<file path="src/rtl/chain_pkg.sv">
// Shared definitions for the chaining DP stages: default widths, the
// no-predecessor marker, FSM state encoding and a saturating signed add.
package chain_pkg;

    localparam int unsigned CHAIN_DATA_W = 32;
    localparam int unsigned CHAIN_IDX_W  = 16;

    localparam logic [CHAIN_IDX_W-1:0] NO_PRED = {CHAIN_IDX_W{1'b1}};

    typedef enum logic [1:0] {
        IDLE  = 2'd0,
        ACCUM = 2'd1,
        DRAIN = 2'd2,
        OUT   = 2'd3
    } chain_state_e;

    // Signed add of two CHAIN_DATA_W values, clamped to the signed range
    function automatic logic [CHAIN_DATA_W-1:0] sat_add(
        input logic [CHAIN_DATA_W-1:0] a,
        input logic [CHAIN_DATA_W-1:0] b
    );
        logic [CHAIN_DATA_W:0] ext;
        ext = {a[CHAIN_DATA_W-1], a} + {b[CHAIN_DATA_W-1], b};
        if (ext[CHAIN_DATA_W] != ext[CHAIN_DATA_W-1]) begin
            sat_add = ext[CHAIN_DATA_W] ? {1'b1, {(CHAIN_DATA_W-1){1'b0}}}
                                        : {1'b0, {(CHAIN_DATA_W-1){1'b1}}};
        end else begin
            sat_add = ext[CHAIN_DATA_W-1:0];
        end
    endfunction

endpackage

</file>
<file path="src/rtl/chain_dp_max_if.sv">
// Candidate-in / result-out stream bundle for chain_dp_max.
interface chain_dp_max_if
    import chain_pkg::*;
#(
    parameter int unsigned DATA_W = CHAIN_DATA_W,
    parameter int unsigned IDX_W  = CHAIN_IDX_W
);
    logic              in_valid;
    logic              in_ready;
    logic              in_first;
    logic              in_last;
    logic              in_skip;
    logic [DATA_W-1:0] in_w;
    logic [IDX_W-1:0]  in_i;
    logic [IDX_W-1:0]  in_j;
    logic [DATA_W-1:0] in_score;
    logic [DATA_W-1:0] in_fj;

    logic              out_valid;
    logic              out_ready;
    logic [IDX_W-1:0]  out_i;
    logic [DATA_W-1:0] out_f;
    logic [IDX_W-1:0]  out_p;
    logic              out_has_pred;

    modport slave (
        input  in_valid, in_first, in_last, in_skip, in_w, in_i, in_j,
               in_score, in_fj, out_ready,
        output in_ready, out_valid, out_i, out_f, out_p, out_has_pred
    );

    modport master (
        output in_valid, in_first, in_last, in_skip, in_w, in_i, in_j,
               in_score, in_fj, out_ready,
        input  in_ready, out_valid, out_i, out_f, out_p, out_has_pred
    );
endinterface

</file>
<file path="src/rtl/chain_sat_add.sv">
// Combinational signed add with one guard bit, saturated to DATA_W.
module chain_sat_add #(
    parameter int unsigned DATA_W = 32
) (
    input  logic [DATA_W-1:0] i_a,
    input  logic [DATA_W-1:0] i_b,
    output logic [DATA_W-1:0] o_sum_c
);
    localparam int unsigned EXT_W = DATA_W + 1;

    logic [EXT_W-1:0] w_ext;

    assign w_ext = {i_a[DATA_W-1], i_a} + {i_b[DATA_W-1], i_b};

    // Clamp when the guard bit disagrees with the sign bit
    always_comb begin
        o_sum_c = w_ext[DATA_W-1:0];
        if (w_ext[DATA_W] != w_ext[DATA_W-1]) begin
            o_sum_c = w_ext[DATA_W] ? {1'b1, {(DATA_W-1){1'b0}}}
                                    : {1'b0, {(DATA_W-1){1'b1}}};
        end
    end
endmodule

</file>
<file path="src/rtl/chain_dp_max.sv">
// Chaining DP max stage: folds one anchor's candidate stream into
// f[i] = max(W_i, max_j(f[j] + sc(i,j))) and the best predecessor p[i].
// Optional early termination after MAX_SKIP non-improving candidates is
// enabled by defining CHAIN_MAX_SKIP_EN.
module chain_dp_max
    import chain_pkg::*;
#(
    parameter int unsigned DATA_W   = CHAIN_DATA_W,
    parameter int unsigned IDX_W    = CHAIN_IDX_W,
    parameter int unsigned MAX_SKIP = 25,
    parameter int unsigned SKIP_W   = 8
) (
    input  logic                 clk,
    input  logic                 reset,
    chain_dp_max_if.slave        bus,
    output logic                 proto_err
);
    localparam logic [1:0] ST_IDLE  = 2'(IDLE);
    localparam logic [1:0] ST_ACCUM = 2'(ACCUM);
    localparam logic [1:0] ST_DRAIN = 2'(DRAIN);
    localparam logic [1:0] ST_OUT   = 2'(OUT);

    logic [1:0]        r_state;
    logic              r_in_ready;
    logic              r_out_valid;
    logic [IDX_W-1:0]  r_out_i;
    logic [DATA_W-1:0] r_out_f;
    logic [IDX_W-1:0]  r_out_p;
    logic              r_out_has;
    logic [IDX_W-1:0]  r_i;
    logic [DATA_W-1:0] r_best_f;
    logic [IDX_W-1:0]  r_best_p;
    logic              r_has_pred;
    logic              r_proto_err;

    logic [1:0]        w_state_nx;
    logic [IDX_W-1:0]  w_i_nx;
    logic [DATA_W-1:0] w_best_f_nx;
    logic [IDX_W-1:0]  w_best_p_nx;
    logic              w_has_nx;
    logic              w_proto_nx;
    logic [DATA_W-1:0] w_base_f;
    logic [IDX_W-1:0]  w_base_p;
    logic              w_base_has;
    logic              w_xfer;
    logic              w_load;
    logic              w_cmp;
    logic              w_improve;
    logic [DATA_W-1:0] w_sum;

`ifdef CHAIN_MAX_SKIP_EN
    logic [SKIP_W-1:0] r_skip_cnt;
    logic [SKIP_W-1:0] w_skip_base;
    logic [SKIP_W-1:0] w_skip_nx;
`else
    logic              w_unused_cfg;
    assign w_unused_cfg = ^{32'(MAX_SKIP), 32'(SKIP_W), ST_DRAIN};
`endif

    assign w_xfer = bus.in_valid && r_in_ready;

    chain_sat_add #(.DATA_W(DATA_W)) u_sat_add (
        .i_a     (bus.in_fj),
        .i_b     (bus.in_score),
        .o_sum_c (w_sum)
    );

    // Next-state, candidate compare and next best-value computation
    always_comb begin
        w_state_nx  = r_state;
        w_i_nx      = r_i;
        w_proto_nx  = r_proto_err;
        w_load      = 1'b0;
        w_cmp       = 1'b0;
        w_base_f    = r_best_f;
        w_base_p    = r_best_p;
        w_base_has  = r_has_pred;
        w_improve   = 1'b0;
        w_best_f_nx = r_best_f;
        w_best_p_nx = r_best_p;
        w_has_nx    = r_has_pred;
`ifdef CHAIN_MAX_SKIP_EN
        w_skip_base = r_skip_cnt;
        w_skip_nx   = r_skip_cnt;
`endif

        case (r_state)
            ST_IDLE: begin
                if (w_xfer) begin
                    if (bus.in_first) begin
                        w_load = 1'b1;
                        w_cmp  = 1'b1;
                    end else begin
                        w_proto_nx = 1'b1;
                    end
                end
            end
            ST_ACCUM: begin
                if (w_xfer) begin
                    w_cmp = 1'b1;
                    if (bus.in_first) begin
                        w_load     = 1'b1;
                        w_proto_nx = 1'b1;
                    end
                end
            end
`ifdef CHAIN_MAX_SKIP_EN
            ST_DRAIN: begin
                if (w_xfer) begin
                    if (bus.in_first) begin
                        w_load     = 1'b1;
                        w_cmp      = 1'b1;
                        w_proto_nx = 1'b1;
                    end else if (bus.in_last) begin
                        w_state_nx = ST_OUT;
                    end
                end
            end
`endif
            ST_OUT: begin
                if (bus.out_ready) begin
                    w_state_nx = ST_IDLE;
                end
            end
            default: begin
                w_state_nx = ST_IDLE;
            end
        endcase

        if (w_load) begin
            w_i_nx     = bus.in_i;
            w_base_f   = bus.in_w;
            w_base_p   = {IDX_W{1'b1}};
            w_base_has = 1'b0;
`ifdef CHAIN_MAX_SKIP_EN
            w_skip_base = '0;
`endif
        end

        w_improve   = w_cmp && !bus.in_skip && ($signed(w_sum) > $signed(w_base_f));
        w_best_f_nx = w_improve ? w_sum    : w_base_f;
        w_best_p_nx = w_improve ? bus.in_j : w_base_p;
        w_has_nx    = w_improve ? 1'b1     : w_base_has;

`ifdef CHAIN_MAX_SKIP_EN
        w_skip_nx = w_skip_base;
        if (w_cmp && !bus.in_skip) begin
            if (w_improve) begin
                w_skip_nx = '0;
            end else if (w_skip_base != {SKIP_W{1'b1}}) begin
                w_skip_nx = w_skip_base + SKIP_W'(1);
            end
        end
`endif

        if (w_cmp) begin
            if (bus.in_last) begin
                w_state_nx = ST_OUT;
`ifdef CHAIN_MAX_SKIP_EN
            end else if (w_skip_nx >= SKIP_W'(MAX_SKIP)) begin
                w_state_nx = ST_DRAIN;
`endif
            end else begin
                w_state_nx = ST_ACCUM;
            end
        end
    end

    // State, best-value and registered output updates
    always_ff @(posedge clk or posedge reset) begin
        if (reset) begin
            r_state     <= ST_IDLE;
            r_in_ready  <= 1'b1;
            r_out_valid <= 1'b0;
            r_out_i     <= '0;
            r_out_f     <= '0;
            r_out_p     <= {IDX_W{1'b1}};
            r_out_has   <= 1'b0;
            r_i         <= '0;
            r_best_f    <= '0;
            r_best_p    <= {IDX_W{1'b1}};
            r_has_pred  <= 1'b0;
            r_proto_err <= 1'b0;
        end else begin
            r_state     <= w_state_nx;
            r_in_ready  <= (w_state_nx != ST_OUT);
            r_out_valid <= (w_state_nx == ST_OUT);
            r_i         <= w_i_nx;
            r_best_f    <= w_best_f_nx;
            r_best_p    <= w_best_p_nx;
            r_has_pred  <= w_has_nx;
            r_proto_err <= w_proto_nx;
            if ((w_state_nx == ST_OUT) && (r_state != ST_OUT)) begin
                r_out_i   <= w_i_nx;
                r_out_f   <= w_best_f_nx;
                r_out_p   <= w_best_p_nx;
                r_out_has <= w_has_nx;
            end
        end
    end

`ifdef CHAIN_MAX_SKIP_EN
    // Consecutive non-improving candidate counter
    always_ff @(posedge clk or posedge reset) begin
        if (reset) begin
            r_skip_cnt <= '0;
        end else begin
            r_skip_cnt <= w_skip_nx;
        end
    end
`endif

    assign bus.in_ready     = r_in_ready;
    assign bus.out_valid    = r_out_valid;
    assign bus.out_i        = r_out_i;
    assign bus.out_f        = r_out_f;
    assign bus.out_p        = r_out_p;
    assign bus.out_has_pred = r_out_has;
    assign proto_err        = r_proto_err;

endmodule

</file>
<file path="src/flat_wrapper.sv">
// flat-port wrapper written by rule: the top's interface ports become plain ports
module chain_dp_max_flat import chain_pkg::*;
#(
    parameter int unsigned DATA_W   = CHAIN_DATA_W,
    parameter int unsigned IDX_W    = CHAIN_IDX_W,
    parameter int unsigned MAX_SKIP = 25,
    parameter int unsigned SKIP_W   = 8
)
  (clk, reset, proto_err, bus_in_valid, bus_in_first, bus_in_last, bus_in_skip, bus_in_w, bus_in_i, bus_in_j, bus_in_score, bus_in_fj, bus_out_ready, bus_in_ready, bus_out_valid, bus_out_i, bus_out_f, bus_out_p, bus_out_has_pred);
  chain_dp_max_if #(.DATA_W(DATA_W), .IDX_W(IDX_W)) bus_i ();
  input  logic clk;
  input  logic reset;
  output logic proto_err;
  input wire logic [$bits(bus_i.in_valid)-1:0] bus_in_valid;
  input wire logic [$bits(bus_i.in_first)-1:0] bus_in_first;
  input wire logic [$bits(bus_i.in_last)-1:0] bus_in_last;
  input wire logic [$bits(bus_i.in_skip)-1:0] bus_in_skip;
  input wire logic [$bits(bus_i.in_w)-1:0] bus_in_w;
  input wire logic [$bits(bus_i.in_i)-1:0] bus_in_i;
  input wire logic [$bits(bus_i.in_j)-1:0] bus_in_j;
  input wire logic [$bits(bus_i.in_score)-1:0] bus_in_score;
  input wire logic [$bits(bus_i.in_fj)-1:0] bus_in_fj;
  input wire logic [$bits(bus_i.out_ready)-1:0] bus_out_ready;
  output wire logic [$bits(bus_i.in_ready)-1:0] bus_in_ready;
  output wire logic [$bits(bus_i.out_valid)-1:0] bus_out_valid;
  output wire logic [$bits(bus_i.out_i)-1:0] bus_out_i;
  output wire logic [$bits(bus_i.out_f)-1:0] bus_out_f;
  output wire logic [$bits(bus_i.out_p)-1:0] bus_out_p;
  output wire logic [$bits(bus_i.out_has_pred)-1:0] bus_out_has_pred;
  assign bus_i.in_valid = bus_in_valid;
  assign bus_i.in_first = bus_in_first;
  assign bus_i.in_last = bus_in_last;
  assign bus_i.in_skip = bus_in_skip;
  assign bus_i.in_w = bus_in_w;
  assign bus_i.in_i = bus_in_i;
  assign bus_i.in_j = bus_in_j;
  assign bus_i.in_score = bus_in_score;
  assign bus_i.in_fj = bus_in_fj;
  assign bus_i.out_ready = bus_out_ready;
  assign bus_in_ready = bus_i.in_ready;
  assign bus_out_valid = bus_i.out_valid;
  assign bus_out_i = bus_i.out_i;
  assign bus_out_f = bus_i.out_f;
  assign bus_out_p = bus_i.out_p;
  assign bus_out_has_pred = bus_i.out_has_pred;
  chain_dp_max #(.DATA_W(DATA_W), .IDX_W(IDX_W), .MAX_SKIP(MAX_SKIP), .SKIP_W(SKIP_W)) u_core (.clk(clk), .reset(reset), .bus(bus_i), .proto_err(proto_err));
endmodule
</file>
<file path="config.mk">
export PLATFORM = sky130hd
export DESIGN_NAME = chain_dp_max_flat
export DESIGN_NICKNAME = d
export VERILOG_FILES = /design/src/rtl/chain_pkg.sv /design/src/rtl/chain_dp_max_if.sv /design/src/rtl/chain_sat_add.sv /design/src/rtl/chain_dp_max.sv /design/src/flat_wrapper.sv
export SDC_FILE = /design/constraint.sdc
export NUM_CORES = 1
export LEC_CHECK = 0
export ABC_AREA = 1
export CORE_ASPECT_RATIO = 1.25
export CORE_MARGIN = 10
export CORE_UTILIZATION = 40
export DETAILED_ROUTE_END_ITERATION = 6
export PLACE_DENSITY = 0.76
export SLEW_MARGIN = 30
export SYNTH_ARGS = -nofsm -noshare
export SYNTH_HDL_FRONTEND = slang
export SYNTH_SLANG_ARGS = --single-unit
</file>
<file path="constraint.sdc">
create_clock -name clk -period 12.2 [get_ports clk]
set_input_delay 1.22 -clock clk [delete_from_list [all_inputs] [get_ports clk]]
set_output_delay 1.22 -clock clk [all_outputs]
set_load 0.03 [all_outputs]
</file>
# After elaboration in Yosys (flattened, before gate mapping)
# Cells that the tools add are included.
[word_totals]
reg_bits = 135
word_cells = 56
[op_classes]
addsub = 1
magnitude_cmp = 1
n_eq_ne = 10
mux = 23
n_reduce_logical = 9
[op_table]
columns = ["op", "n"]
rows = [
  ["$mux W32", 4],
  ["$mux W16", 3],
  ["$add A32 B32 Y33", 1],
  ["$gt A32 B32 Y1", 1],
  ["$mux W1", 10],
  ["$ne A2 B2 Y1 const B", 4],
  ["$mux W2", 3],
  ["$reduce_and A5 Y1", 1],
  ["$eq A2 B2 Y1 const B", 2],
  ["$logic_and A1 B1 Y1", 4],
  ["$ne A2 B1 Y1 const B", 2],
  ["$pmux W1 S2", 2],
  ["$pmux W2 S2", 1],
  ["$eq A2 B1 Y1 const B", 1],
  ["$logic_not A2 Y1", 1],
  ["$reduce_bool A2 Y1", 1],
  ["$reduce_or A2 Y1", 1],
  ["$logic_not A1 Y1", 1],
  ["$ne A1 B1 Y1", 1],
]

# Logic depth before layout (Yosys ltp)
# Gate-level depths: netlist (run 1).
[logic_depth]
word_depth = 7
mapped_depth = 37
ltp_nobuf = 35

# Modules after synthesis
# A second synthesis (run 1) with hierarchy kept.
[hier_totals]
hier_cells = 1309
hier_area_um2 = 9414.0
[by_module_without_submodules]
columns = ["mod", "n_inst", "cells_per_inst", "area_per_inst_um2", "seq_area_each_um2"]
rows = [
  ["chain_dp_max", 1, 818, 6852.8, 3419.5],
  ["chain_sat_add", 1, 491, 2561.2, 0.0],
]

# Least setup slack after synthesis (run 1)
# Ideal clock, no wire load.
[synth_timing]
kind = "input port to flip-flop"
start = "input bus_in_fj[2]"
end = "register u_core.r_best_f[10]"
arrival_ns = 5.062
required_ns = 12.081
path_slack_ns = 7.019
cell_stages = 32
n_path_buf = 3
cell_sequence = "ha_1 > or2_2 > nand3_1 > nand2_1 > nand2_1 > nand2_1 > nand2_1 > nand2_1 > nand3_1 > nand3_1 > nand2_1 > inv_1 > ha_1 > clkinv_1 > clkbuf_1 > nand3_1 > nand2_1 > ha_1 > nand2_1 > nor2_1 > nand2_1 > nor2_1 > nand2_1 > nand3_1 > nand2_1 > nand2_1 > nand2_1 > nor2_2 > buf_6 > buf_6 > nand3_2 > and2_1"
[synth_between]
elab_chain_cells = 6
[synth_rtl]
columns = ["element", "line", "rtl"]
rows = [
  ["from (decl)", "flat_wrapper.sv:22", "input wire logic [$bits(bus_i.in_fj)-1:0] bus_in_fj;"],
  ["$add A32 B32 Y33 *", "chain_sat_add.sv:13", "assign w_ext = {i_a[DATA_W-1], i_a} + {i_b[DATA_W-1], i_b};"],
  ["$mux W32 or $ne A1 B1 Y1 (tied branches)", "chain_sat_add.sv:19, chain_sat_add.sv:18", ""],
  ["$mux W32 *", "chain_sat_add.sv:18", "if (w_ext[DATA_W] != w_ext[DATA_W-1]) begin"],
  ["$gt A32 B32 Y1", "chain_dp_max.sv:140", "w_improve = w_cmp && !bus.in_skip && ($signed(w_sum) > $signed(w_base_f));"],
  ["$logic_and A1 B1 Y1", "chain_dp_max.sv:140", ""],
  ["$mux W32 *", "chain_dp_max.sv:141", "w_best_f_nx = w_improve ? w_sum : w_base_f;"],
  ["named net u_core.w_best_f_nx[10]", "chain_dp_max.sv:38", "logic [DATA_W-1:0] w_best_f_nx;"],
  ["to (signal assigned)", "chain_dp_max.sv:189", "r_best_f <= w_best_f_nx;"],
  ["to (decl)", "chain_dp_max.sv:31", "logic [DATA_W-1:0] r_best_f;"],
]
# Mark *: on every way through the listed nets, which the timed path passes. The rest lies on a longest branch.
# A chain may end at the register's enable or synchronous reset.

# Worst setup path in the final report (run 1)
[layout_timing]
start = "input bus_in_fj[13]"
end = "register u_core.r_out_f[0], in the netlist u_core.bus.out_f[0]"
[layout_between]
elab_chain_cells = 6
[layout_rtl]
columns = ["element", "line", "rtl"]
rows = [
  ["$add A32 B32 Y33 *", "chain_sat_add.sv:13", ""],
  ["$mux W32 or $ne A1 B1 Y1 (tied branches)", "chain_sat_add.sv:19, chain_sat_add.sv:18", ""],
  ["$mux W32 *", "chain_sat_add.sv:18", ""],
  ["$gt A32 B32 Y1", "chain_dp_max.sv:140", ""],
  ["$logic_and A1 B1 Y1", "chain_dp_max.sv:140", ""],
  ["$mux W32 *", "chain_dp_max.sv:141", ""],
  ["to (signal assigned)", "chain_dp_max.sv:195", "r_out_f <= w_best_f_nx;"],
  ["to (decl)", "chain_dp_max.sv:27", "logic [DATA_W-1:0] r_out_f;"],
]
# Every way passes the cells marked *; elsewhere a longest branch is shown, timed or not.

==> metrics, run 1 <==
status completed; cell area after layout 12300 um^2; initial antenna violation count 0; Hold Crit Class flop to flop; Cell Area, Synth 9330 um^2; FFs w/ async S/R, synth 100%; clk slew on worst S/H paths 50 ps; Post-Synthesis Cells 1313; Crit Path Class input port to flop; M1 wire length 12300 um; f_max 0.137 GHz; # rows 62; Synth cell types 32; Synth-to-Final Area Change 31.3%; hold buffer count at cts 0; final non-filler cell total 1799; uppermost layer routed met4; GP Congestion 0.942; Slew Limit Fails 0; Rel. slew slack 44.8%; worst-path maximum fanout 45; post-DP HPWL 21500 um; Detailed Routing Iterations Pass 1 4; number of buffers and inverters on the critical path 5; die width 157 um; DR vias/cell 4.95; leakage power 0.00641 uW; Warnings, synthesis 0; Syn Nets 1515; CP Depth 30; htree depth 4; Post-synth EDFFs 0; clock root cell clkbuf_16; port bufs 202; Crit-path slowest cell clkinv_1; required time worst endpoint 12490 ps; Setup Total Neg Slack 0 ps; CTS Buf Count 17; Die H 191 um; met2 WL 13600 um; CTS tree done; register area 3420 um^2; Via Count 8914; Starting DRT DRC Count 382; Placed Cells 1767; critical path's most frequent cell nand2_1; Total GRT Usage 18.9%; final setup fails 0; cell area power density 227 nW/um^2; Critical Path Start Type input port; top_reg_cell synth dfrtp_1; Synth top area share 27.4%; grt total ovfl 0; drc violations 0; Routed WL per cell 15.7 um; Routed met3 length 1700 um; DRT Wirelength 28200 um; path depth of the worst reg2reg path 19; unrepaired setup endpoints after global routing false; Worst Path Arrival 7580 ps; Yosys top cell by area dfrtp_1; CORE AREA 23000 um^2; Worst setup EP type flop; Area contributors post-synth dfrtp_1 27%, nand2_1 21%, dfstp_2 9.3%; slowest stage delay, CP 680 ps; number of routed nets with antenna violations 0; antenna cells 0; share of cells above drive strength 1 6.95%; hold depth 2; most common cell after layout, fill and taps aside nand2_1; post-CTS sizing 0; sequential area share after synthesis 36.7%; pre-CTS setup slack 4540 ps; Final WS setup 4900 ps; Layout fillers 2194; Peak VDD IR 92.4 uV; number of global-route vias before repair 9136; Mapped Avg Cell Area 7.11 um^2; critical path's top delay family simple AND/OR/NAND/NOR gates; die area 29900 um^2; #FFs+latches synth 135; first-pass GRT wire length 45500 um; Placed Area 11500 um^2; clock buffer depth 2; Setup Skew 14.8 ps; Worst-Skew Late Latency 410 ps; # nets final 1700; CTS sink cnt 135; Fin. Hold Viols 0; largest net degree at the start of global routing 71; area of the multi-input gates 5110 um^2; final worst path period need 7300 ps; Initial Util 40.6%; final worst-path cycle share 59.8%; IO Count 203; Worst-Margin Slew 828 ps; Max Cap Viol 0; # Post-CTS Setup Buffers 0; most frequent cells in the layout 510 x nand2_1, 202 x clkdlybuf4s50_1, 154 x inv_1, 102 x dfrtp_1, 101 x nand3_1
==> cells in the mapped netlist (all sizes together) (5+ instances only) <==
| master | instances |
|---|---|
| a21oi | 47 |
| a31oi | 18 |
| and2 | 51 |
| buf | 23 |
| clkbuf | 17 |
| dfrtp | 102 |
| dfstp | 33 |
| ha | 66 |
| inv | 157 |
| mux2i | 31 |
| nand2 | 513 |
| nand3 | 122 |
| nand3b | 6 |
| nor2 | 81 |
| nor3 | 5 |
| o21ai | 16 |
| or2 | 8 |
==> final timing paths <==
kind	from	endpoint	slack, ps
max	bus_in_fj[13]	u_core.bus.out_f[0]	4900
min	u_core.bus.out_p[7]	u_core.bus.out_p[7]	470
max reg2reg	u_core.r_state[1]	u_core.bus.out_f[0]	8040
min reg2reg	u_core.bus.out_p[7]	u_core.bus.out_p[7]	470
max in group asynchronous	reset	u_core.r_best_f[30]	9900
min in group asynchronous	reset	u_core.r_i[6]	1270
==> kinds of logic after synthesis <==
logic type | synth area share (%)
compound gates | 5.23
xor+xnor | 0.0939
fa+ha+maj | 9.07
buf+inv | 8.82
flops | 36.7
mux | 3.33
simple gates | 36.8
==> routing by layer <==
layer | vias to the layer above | GRT usage [%]
met1 | 4086 | 23.3
li1 | 4513 | -
met4 | 0 | 6.00
met3 | 35 | 3.68
met2 | 280 | 32.3
met5 | - | 0
==> cell type report <==
cell class	instances	area share (%)
Multi-Input combinational cell	980	41.7
Sequential cell	135	27.9
Clock inverter	10	1.74
Clock buffer	22	4.03
Inverter	158	4.88
Timing Repair Buffer	206	16.8
Tap cell	288	2.94
==> registers in the layout, summed over array words and instances (netlist names) <==
signal                   flops
u_core.r_state               2
u_core.bus.out_valid         1
u_core.bus.out_i            16
u_core.r_i                  16
u_core.bus.in_ready          1
u_core.r_best_p             16
u_core.bus.out_f            32
u_core.r_best_f             32
u_core.bus.out_p            16
u_core.bus.out_has_pred      1
u_core.proto_err             1
u_core.r_has_pred            1
==> through the flow <==
stage                     utilization [%]  total power, uW  hold WS (ps)
final                                53.4             2790           468
after global routing                 53.4             3000           489
after CTS                            53.3             2810           472
after detailed placement             50.3             2190           460
after global placement               50.2             2150           456
after floorplan                         -             1710           444
==> report_power, final <==
part           total [uW]  internal (uW)  switching (uW)
Combinational        1380            541             837
Clock                 611            413             198
Sequential            797            702            94.7
==> tightest hold or removal path: stages, from the launching register on <==
cell     delay [ps]
dfstp_2         360
nand2_1          60
nand2_1          50
No activity file was read; power rests on OpenSTA's default activity.
==> run 2, diff against run 1 <==
==> constraint.sdc (replaced) <==
create_clock -name clk -period 7.2 [get_ports clk]
set_input_delay 0.72 -clock clk [delete_from_list [all_inputs] [get_ports clk]]
set_output_delay 0.72 -clock clk [all_outputs]
set_load 0.03 [all_outputs]
==> run 2 against run 1 <==
  * The flow now finishes with violations (DRC)
  * Final cell count rose by 0.44%
  * Wire length rose by 1.9%
  * Die area did not move
  * Non-clock buffer count rose by 8
  * Worst setup slack got worse by 3800 ps
  * Clock-buffer cell count fell by 2
  * Sequential share of layout area barely moved
  * Global-route usage rose by 0.26 points
  * Register-to-register slack got worse by 5000 ps
  * Core utilization rose by 0.093 points
  * Combinational power rose by 72%
  * Clock power rose by 54%
  * Largest cell class unchanged
==> metrics, run 2 (same netlist as run 1, synthesis figures left out) <==
status finished, violations left; failing checks DRC; DRT Wirelength 28800 um; post-DP HPWL 22300 um; Worst-Skew Late Latency 420 ps; clk slew on worst S/H paths 60 ps; slowest stage delay, CP 490 ps; post-CTS sizing 0; reg-to-reg startpoint u_core.r_state[1]; Hold EP u_core.bus.out_p[1]; cell area power density 381 nW/um^2; # Post-CTS Setup Buffers 0; leakage power 0.00642 uW; Die H 191 um; CTS Buf Count 17; Layout fillers 2213; Critical Path Start Type input port; Rel. slew slack 51.1%; Synth-to-Final Area Change 31.5%; Slew Limit Fails 0; # rows 62; Starting DRT DRC Count 369; Peak VDD IR 189 uV; grt total ovfl 0; Detailed Routing Iterations Pass 1 7; initial antenna violation count 1; Setup Total Neg Slack 0 ps; final setup fails 0; Final WS setup 1090 ps; Routed WL per cell 15.9 um; Crit-path slowest cell clkinv_1; number of routed nets with antenna violations 0; CORE AREA 23000 um^2; Hold Crit Class flop to flop; most frequent cells in the layout 510 x nand2_1, 202 x clkdlybuf4s50_1, 155 x inv_1, 102 x dfrtp_1, 101 x nand3_1; unrepaired setup endpoints after global routing false; largest net degree at the start of global routing 77; f_max 0.164 GHz; clock root cell clkbuf_16; Worst R2R Setup Slack 3060 ps; final worst-path cycle share 84.8%; IO Count 203; most common cell after layout, fill and taps aside nand2_1; htree depth 4; critical path's most frequent cell nand2_1; CTS tree done; # nets final 1708; worst hold start u_core.bus.out_p[1]; hold depth 2; Worst setup EP type flop; Max Cap Viol 0; required time worst endpoint 7500 ps; Worst-Margin Slew 732 ps; CTS sink cnt 135; worst-path maximum fanout 27; overall power 4670 uW; number of global-route vias before repair 9319; drc violations 3; final worst path period need 6110 ps; Setup Skew 11.4 ps; share of cells above drive strength 1 7.31%; DR vias/cell 5.03; port bufs 202; first-pass GRT wire length 46100 um; Via Count 9092; GP Congestion 0.922; r2r endpoint u_core.bus.out_f[1]; clock buffer depth 2; Total GRT Usage 19.1%; die width 157 um; Crit Path Class input port to flop; path depth of the worst reg2reg path 19; pre-CTS setup slack 787 ps; Fin. Hold Viols 0; Worst Path Arrival 6410 ps; Initial Util 40.6%; die area 29900 um^2; hold buffer count at cts 0
[run 2: changes by cell type in the layout (fill, tap and decap cells not counted)]
| cell | change |
|---|---|
| nand2_2 | +2 |
| nand2_4 | -2 |
| diode_2 | +1 |
| buf_4 | +5 |
| clkbuf_8 | -2 |
| buf_12 | +3 |
| clkinv_4 | +1 |
| bufinv_16 | -2 |
| clkinv_2 | +2 |
| inv_2 | -1 |
| inv_1 | +1 |
[run 2: routing by layer]
layer | vias up | part of all wire [%] | GRT usage (%)
met5 | - | 0.045 | 0
met4 | 2 | 1.7 | 5.60
met3 | 34 | 5.6 | 3.97
met2 | 244 | 50 | 34.2
met1 | 4279 | 42 | 22.5
li1 | 4533 | - | -
[run 2: power by group]
part           switching [uW]  leakage [uW]  total, uW  internal, uW
clock                     334      0.000308        940           606
combinational            1440       0.00456       2380           939
sequential                167       0.00155       1360          1190
total                    1940       0.00642       4670          2740
[run 2: area by class of cell]
class                      count  area (um^2)  area share [%]
timing repair buffer         214         2150            17.5
clock inverter                11          171            1.40
antenna                        1         2.50          0.0204
inverter                     158          598            4.87
sequential                   135         3420            27.9
multi-input combinational    980         5100            41.6
clock buffer                  20          467            3.80
tap                          288          360            2.94
[run 2: worst max-delay path by stage]
stage                   from                   to  slack (ps)  cells past startpoint
6_report       bus_in_fj[14]  u_core.bus.out_f[1]        1090                     30
5_1_grt        bus_in_fj[15]  u_core.bus.out_f[2]         570                     30
4_1_cts        bus_in_fj[14]  u_core.bus.out_f[1]        1220                     30
3_5_place_dp   bus_in_fj[14]  u_core.bus.out_f[1]         790                     30
3_3_place_gp   bus_in_fj[14]  u_core.r_best_f[13]         890                     30
2_1_floorplan   bus_in_fj[2]  u_core.r_best_f[10]        2520                     32
[run 2: through the flow]
stage / instances / hold slack [ps] / cell area, um^2 / utilization [%]
after floorplan: 1313 / 444 / 9330 / -
after global placement: 1775 / 455 / 11600 / 50.6
final: 1807 / 468 / 12300 / 53.4
after CTS: 1806 / 468 / 12300 / 53.4
after global routing: 1806 / 487 / 12300 / 53.4
after detailed placement: 1775 / 458 / 11600 / 50.6
[run 2: critical path, delay by kind of cell]
kind	cells	cell delay, ps
simple gates	22	3430
fa+ha+maj	3	980
buf+inv	5	1270
